==> src/rtl/flash_boot_loader_if.sv <==
// Bundle of the boot loader's control, SPI-engine and memory-write signals.
// master = the boot loader, slave = the surrounding system (CPU decode, SPI master, memory).
interface flash_boot_loader_if #(
  parameter int LEN_W  = 16,
  parameter int MEM_AW = 19
);
  logic              start;
  logic [23:0]       flash_addr;
  logic [MEM_AW-1:0] dest_addr;
  logic [LEN_W-1:0]  byte_count;
  logic              busy;
  logic              done;
  logic              cpu_req;
  logic              cpu_gnt;
  logic              spi_start;
  logic [7:0]        spi_tx;
  logic [7:0]        spi_rx;
  logic              spi_busy;
  logic              seq_flash_cs_n;
  logic [MEM_AW-1:0] mem_addr;
  logic [7:0]        mem_data;
  logic              mem_we;

  modport master (
    input  start, flash_addr, dest_addr, byte_count, cpu_req, spi_rx, spi_busy,
    output busy, done, cpu_gnt, spi_start, spi_tx, seq_flash_cs_n, mem_addr, mem_data, mem_we
  );

  modport slave (
    output start, flash_addr, dest_addr, byte_count, cpu_req, spi_rx, spi_busy,
    input  busy, done, cpu_gnt, spi_start, spi_tx, seq_flash_cs_n, mem_addr, mem_data, mem_we
  );
endinterface

==> src/rtl/flash_boot_loader.sv <==
// Flash-to-memory copy sequencer sharing the SPI master with the CPU path.
// Optional FLASH_FAST_READ_EN: use FAST READ (0x0B) with one dummy byte after the address.
module flash_boot_loader #(
  parameter int LEN_W  = 16,
  parameter int MEM_AW = 19
) (
  input logic                 clk,
  input logic                 rst_n,
  flash_boot_loader_if.master bus
);
  typedef enum logic [3:0] {
    IDLE, WAIT_BUS, CMD, A2, A1, A0,
`ifdef FLASH_FAST_READ_EN
    DUMMY,
`endif
    DATA, WR, FINISH
  } state_t;

`ifdef FLASH_FAST_READ_EN
  localparam logic [7:0] READ_CMD = 8'h0B;
`else
  localparam logic [7:0] READ_CMD = 8'h03;
`endif

  state_t            state_reg, state_next;
  logic [1:0]        phase_reg, phase_next;
  logic [23:0]       faddr_reg, faddr_next;
  logic [MEM_AW-1:0] addr_reg, addr_next;
  logic [LEN_W-1:0]  rem_reg, rem_next;
  logic              busy_reg, busy_next;
  logic              done_reg, done_next;
  logic              gnt_reg, gnt_next;
  logic              spi_start_reg, spi_start_next;
  logic [7:0]        spi_tx_reg, spi_tx_next;
  logic              cs_n_reg, cs_n_next;
  logic [MEM_AW-1:0] mem_addr_reg, mem_addr_next;
  logic [7:0]        mem_data_reg, mem_data_next;
  logic              mem_we_reg, mem_we_next;
  logic [7:0]        tx_byte;
  state_t            after_byte;

  always_ff @(posedge clk or negedge rst_n) begin
    if (!rst_n) begin
      state_reg     <= IDLE;
      phase_reg     <= 2'd0;
      faddr_reg     <= '0;
      addr_reg      <= '0;
      rem_reg       <= '0;
      busy_reg      <= 1'b0;
      done_reg      <= 1'b0;
      gnt_reg       <= 1'b1;
      spi_start_reg <= 1'b0;
      spi_tx_reg    <= 8'hFF;
      cs_n_reg      <= 1'b1;
      mem_addr_reg  <= '0;
      mem_data_reg  <= '0;
      mem_we_reg    <= 1'b0;
    end else begin
      state_reg     <= state_next;
      phase_reg     <= phase_next;
      faddr_reg     <= faddr_next;
      addr_reg      <= addr_next;
      rem_reg       <= rem_next;
      busy_reg      <= busy_next;
      done_reg      <= done_next;
      gnt_reg       <= gnt_next;
      spi_start_reg <= spi_start_next;
      spi_tx_reg    <= spi_tx_next;
      cs_n_reg      <= cs_n_next;
      mem_addr_reg  <= mem_addr_next;
      mem_data_reg  <= mem_data_next;
      mem_we_reg    <= mem_we_next;
    end
  end

  // Byte to shift out and the state that follows it for each transfer state.
  always_comb begin
    tx_byte    = 8'hFF;
    after_byte = DATA;
    case (state_reg)
      CMD: begin tx_byte = READ_CMD;         after_byte = A2; end
      A2:  begin tx_byte = faddr_reg[23:16]; after_byte = A1; end
      A1:  begin tx_byte = faddr_reg[15:8];  after_byte = A0; end
`ifdef FLASH_FAST_READ_EN
      A0:  begin tx_byte = faddr_reg[7:0];   after_byte = DUMMY; end
`else
      A0:  begin tx_byte = faddr_reg[7:0];   after_byte = DATA; end
`endif
      DATA:    after_byte = WR;
      default: after_byte = DATA;
    endcase
  end

  always_comb begin
    state_next     = state_reg;
    phase_next     = phase_reg;
    faddr_next     = faddr_reg;
    addr_next      = addr_reg;
    rem_next       = rem_reg;
    busy_next      = busy_reg;
    done_next      = 1'b0;
    gnt_next       = gnt_reg;
    spi_start_next = 1'b0;
    spi_tx_next    = spi_tx_reg;
    cs_n_next      = cs_n_reg;
    mem_addr_next  = mem_addr_reg;
    mem_data_next  = mem_data_reg;
    mem_we_next    = 1'b0;

    case (state_reg)
      IDLE: begin
        gnt_next = 1'b1;
        if (bus.start) begin
          faddr_next = bus.flash_addr;
          addr_next  = bus.dest_addr;
          rem_next   = bus.byte_count;
          busy_next  = 1'b1;
          state_next = (bus.byte_count == '0) ? FINISH : WAIT_BUS;
        end
      end
      WAIT_BUS: begin
        // Only take the engine between CPU bytes, never in the middle of one.
        if (!bus.cpu_req && !bus.spi_busy) begin
          gnt_next   = 1'b0;
          cs_n_next  = 1'b0;
          phase_next = 2'd0;
          state_next = CMD;
        end
      end
      WR: begin
        mem_we_next   = 1'b1;
        mem_addr_next = addr_reg;
        addr_next     = addr_reg + MEM_AW'(1);
        rem_next      = rem_reg - LEN_W'(1);
        state_next    = (rem_reg == LEN_W'(1)) ? FINISH : DATA;
      end
      FINISH: begin
        cs_n_next  = 1'b1;
        done_next  = 1'b1;
        busy_next  = 1'b0;
        state_next = IDLE;
      end
      default: begin
        // Phases: 0 launch, 1 pulse cycle, 2 busy not yet trusted, 3 wait for idle.
        case (phase_reg)
          2'd0: begin
            spi_start_next = 1'b1;
            spi_tx_next    = tx_byte;
            phase_next     = 2'd1;
          end
          2'd1: phase_next = 2'd2;
          2'd2: phase_next = 2'd3;
          default: begin
            if (!bus.spi_busy) begin
              phase_next = 2'd0;
              state_next = after_byte;
              if (state_reg == DATA) mem_data_next = bus.spi_rx;
            end
          end
        endcase
      end
    endcase
  end

  assign bus.busy           = busy_reg;
  assign bus.done           = done_reg;
  assign bus.cpu_gnt        = gnt_reg;
  assign bus.spi_start      = spi_start_reg;
  assign bus.spi_tx         = spi_tx_reg;
  assign bus.seq_flash_cs_n = cs_n_reg;
  assign bus.mem_addr       = mem_addr_reg;
  assign bus.mem_data       = mem_data_reg;
  assign bus.mem_we         = mem_we_reg;
endmodule

==> src/flat_wrapper.sv <==
// flat-port wrapper written by rule: the top's interface ports become plain ports
module flash_boot_loader_flat 
#(
  parameter int LEN_W  = 16,
  parameter int MEM_AW = 19
)
  (clk, rst_n, bus_start, bus_flash_addr, bus_dest_addr, bus_byte_count, bus_cpu_req, bus_spi_rx, bus_spi_busy, bus_busy, bus_done, bus_cpu_gnt, bus_spi_start, bus_spi_tx, bus_seq_flash_cs_n, bus_mem_addr, bus_mem_data, bus_mem_we);
  flash_boot_loader_if #(.LEN_W(LEN_W), .MEM_AW(MEM_AW)) bus_i ();
  input logic clk;
  input logic rst_n;
  input wire logic [$bits(bus_i.start)-1:0] bus_start;
  input wire logic [$bits(bus_i.flash_addr)-1:0] bus_flash_addr;
  input wire logic [$bits(bus_i.dest_addr)-1:0] bus_dest_addr;
  input wire logic [$bits(bus_i.byte_count)-1:0] bus_byte_count;
  input wire logic [$bits(bus_i.cpu_req)-1:0] bus_cpu_req;
  input wire logic [$bits(bus_i.spi_rx)-1:0] bus_spi_rx;
  input wire logic [$bits(bus_i.spi_busy)-1:0] bus_spi_busy;
  output wire logic [$bits(bus_i.busy)-1:0] bus_busy;
  output wire logic [$bits(bus_i.done)-1:0] bus_done;
  output wire logic [$bits(bus_i.cpu_gnt)-1:0] bus_cpu_gnt;
  output wire logic [$bits(bus_i.spi_start)-1:0] bus_spi_start;
  output wire logic [$bits(bus_i.spi_tx)-1:0] bus_spi_tx;
  output wire logic [$bits(bus_i.seq_flash_cs_n)-1:0] bus_seq_flash_cs_n;
  output wire logic [$bits(bus_i.mem_addr)-1:0] bus_mem_addr;
  output wire logic [$bits(bus_i.mem_data)-1:0] bus_mem_data;
  output wire logic [$bits(bus_i.mem_we)-1:0] bus_mem_we;
  assign bus_i.start = bus_start;
  assign bus_i.flash_addr = bus_flash_addr;
  assign bus_i.dest_addr = bus_dest_addr;
  assign bus_i.byte_count = bus_byte_count;
  assign bus_i.cpu_req = bus_cpu_req;
  assign bus_i.spi_rx = bus_spi_rx;
  assign bus_i.spi_busy = bus_spi_busy;
  assign bus_busy = bus_i.busy;
  assign bus_done = bus_i.done;
  assign bus_cpu_gnt = bus_i.cpu_gnt;
  assign bus_spi_start = bus_i.spi_start;
  assign bus_spi_tx = bus_i.spi_tx;
  assign bus_seq_flash_cs_n = bus_i.seq_flash_cs_n;
  assign bus_mem_addr = bus_i.mem_addr;
  assign bus_mem_data = bus_i.mem_data;
  assign bus_mem_we = bus_i.mem_we;
  flash_boot_loader #(.LEN_W(LEN_W), .MEM_AW(MEM_AW)) u_core (.clk(clk), .rst_n(rst_n), .bus(bus_i));
endmodule
==> config.mk <==
export PLATFORM = sky130hd
export DESIGN_NAME = flash_boot_loader_flat
export DESIGN_NICKNAME = d
export VERILOG_FILES = /design/src/rtl/flash_boot_loader_if.sv /design/src/rtl/flash_boot_loader.sv /design/src/flat_wrapper.sv
export SDC_FILE = /design/constraint.sdc
export NUM_CORES = 1
export LEC_CHECK = 0
export CAP_MARGIN = 10
export CORE_MARGIN = 3
export CORE_UTILIZATION = 55
export CTS_CLUSTER_DIAMETER = 150
export CTS_CLUSTER_SIZE = 8
export DETAILED_ROUTE_END_ITERATION = 16
export PLACE_DENSITY = 0.87
export SYNTH_ARGS = -nofsm -noshare
export SYNTH_HDL_FRONTEND = slang
export SYNTH_SLANG_ARGS = --single-unit
export TNS_END_PERCENT = 30
==> constraint.sdc <==
create_clock -name clk -period 2.7 [get_ports clk]
set_input_delay 0.54 -clock clk [delete_from_list [all_inputs] [get_ports clk]]
set_output_delay 0.54 -clock clk [all_outputs]
set_load 0.02 [all_outputs]
==> results.toml <==
[floorplan]
num_rows = 34
initial_core_util = 0.582
die_h_um = 103
die_x_um = 103
dieArea_um2 = 10600
core_um2 = 8930
ioPinCount = 113

[timing]
worst_slack_ns = 0.413
rsz0062_at_grt = "no"
fin_crit_ns = 2.29
fin_crit_sh = 0.847
tightestPinTransition_ns = 0.655
fmax_mhz = 437
hold_viol_final = 0
setup_tns_ns = 0
setup_viol = 0
timing.final.max_slew_violations = 0
finClkSkew_ns = 0.0140
maxSlewHeadroom = 0.562

[global_route]
grt_overflow_total = 0
grt_max_degree = 76
grt_pass1_wl_um = 21700
track_usage = 0.258
antenna_found_initial = 0
grt_pass1_vias = 4500

[clocking]
post_cts_resized = 0
path_clk_slew_ns = 0.12
postCtsSetupBuffers = 0
worstSkewPairLatency_ns = 0.39
clkSinkCount = 106
clockRootBuffer = "clkbuf_8"
numCtsBuffers = 9
cts_tree = "done"
hold_buffers = 0
cts_buffer_depth = 2
h-tree-depth = 3

[pwr]
leakagePower_nw = 2.87
p_per_area_nw_per_um2 = 1020
ir_drop_uv = 537
power_mw = 6.74

[synth]
ys.flop_type = "dfrtp_1"
synthesis.area_um2 = 5190
syn_area_per_cell_um2 = 9.34
ys_ff_latch = 106
yosysSeqAreaShare = 0.513
syn_inst = 556
synth_edf_count = 0
yosys_warnings = 0
syn_nets = 635
synthArstFlopShare = 1.00
synth_cell_type_count = 70

[routing]
wl_per_cell_um = 16.8
drt_iter0_drc = 346
highest-signal-layer = "met4"
num_vias = 4606
dr.pass1.iters = 5
drc = 0
dr_wl_met3_um = 1090
wl_met2_um = 6120
viasPerCell = 5.97
routed_wl_um = 13000
wl_met1_um = 5560
antenna_left = 0

[place]
pre_cts_ws_ns = 0.567
placed_cells = 756
post-dp-hpwl_um = 9240
io_buffers = 112
gp_congestion = 0.889

[critical_path]
cp-start-kind = "flip-flop"
cp-end-kind = "flip-flop"
path_max_fanout = 8
r2r_setup_slack_ns = 0.41
cp.arrival_ns = 2.54
required_ns = 2.96
crit_type = "flip-flop to flip-flop"

[run_status]
status = "completed"

[layout]
areaGrowthSynthToFinish_pct = 26.8
antenna_cells = 0
largest_reg_flops = 24
fin_util = 0.737
fin_cells = 772
nets = 738
drive_gt1_frac = 0.104

[min_path]
min_path_type = "input port to async pin"

[flow_run]
cap_violations = 0
==> worst max-delay path: stages, from the launching register on <==
cell      delay (ns)
dfrtp_1         0.44
inv_1           0.12
ha_1            0.17
nor3b_1         0.56
nand2_2         0.25
o311ai_0        0.46
o211ai_1        0.16
==> power breakdown <==
| group | leakage, nW | internal, mW | switching (mW) |
|---|---|---|---|
| Sequential | 1.30 | 2.32 | 0.612 |
| Combinational | 1.46 | 1.29 | 1.47 |
| Clock | 0.106 | 0.450 | 0.601 |
==> synthesized netlist by cell type, types with 3 or more instances <==
cell type / instances / area share
o311ai_0: 4 / 0.0067
a21o_1: 4 / 0.0058
and2_1: 4 / 0.0048
a22oi_1: 9 / 0.013
ha_1: 7 / 0.017
a21oi_1: 30 / 0.029
nand2_1: 158 / 0.11
clkbuf_1: 7 / 0.0051
dfstp_2: 10 / 0.051
a221o_1: 4 / 0.0077
inv_1: 8 / 0.0058
buf_2: 16 / 0.015
o21ai_0: 19 / 0.018
nand4_1: 10 / 0.012
o211ai_1: 13 / 0.019
nor2b_1: 4 / 0.0048
o21ai_1: 6 / 0.0058
nor2_1: 32 / 0.023
mux2_2: 9 / 0.020
nand3_1: 16 / 0.015
nor4_1: 7 / 0.0084
o22ai_1: 5 / 0.0060
dfrtp_1: 96 / 0.46
nor3_1: 8 / 0.0077
and3_1: 3 / 0.0036
o21a_1: 6 / 0.0087
==> worst paths after layout <==
kind / startpoint / end / cells after the start
worst max-delay path: u_core.rem_reg[0] / u_core.rem_reg[6] / 6
worst min-delay path: rst_n / u_core.bus.mem_addr[3] / 1
worst max register to register: u_core.rem_reg[0] / u_core.rem_reg[6] / 6
worst min register to register: u_core.faddr_reg[14] / u_core.faddr_reg[14] / 2
max in group asynchronous: rst_n / u_core.bus.seq_flash_cs_n / 2
min in group clk: u_core.faddr_reg[14] / u_core.faddr_reg[14] / 2
==> metal layers <==
layer	GRT usage	up-vias
met5	0	-
met1	0.365	2176
met2	0.407	246
met3	0.0516	20
met4	0.0737	0
li1	-	2164
==> cells by family after synthesis <==
kind of cell | count (synthesis) | synth area share
AND/OR/NAND/NOR | 269 | 0.246
AO/OA/AOI/OAI | 123 | 0.162
multiplexers | 10 | 0.0214
flip-flops | 106 | 0.513
buffers and inverters | 39 | 0.0371
XOR/XNOR | 2 | 0.00337
adder cells (fa/ha/maj) | 7 | 0.0169
==> cells in the final DEF (no fill, tap or decap), types with 5 or more instances in the layout <==
master           count
o211ai_1            13
o22ai_1              5
mux2_2               9
dfstp_2             10
buf_4               10
inv_1                8
a22oi_1              9
nand2_1            158
clkbuf_8             9
o21a_1               6
nand3_1             16
nor2_1              32
nand4_1             10
ha_1                 7
nor3_1               8
o21ai_0             19
dfrtp_1             96
a21oi_1             30
clkdlybuf4s50_1    111
o21ai_1              6
nor4_1               7
==> through the flow <==
| step | hold slack, ns | cell area [um2] |
|---|---|---|
| floorplan | 0.244 | 5190 |
| global placement | 0.458 | 6380 |
| detailed placement | 0.462 | 6380 |
| CTS | 0.0755 | 6590 |
| global route | 0.0815 | 6590 |
| finish | 0.0690 | 6590 |
==> layout make-up <==
type	instances	area (um2)
clock buffers	9	124
repair buffers	122	1210
well taps	108	135
flip-flops and latches	106	2670
fillers	635	2350
clock inverters	7	85.1
inverters	9	33.8
multi-input cells	411	2340
Note: power is estimated with default switching activity, not from simulation.
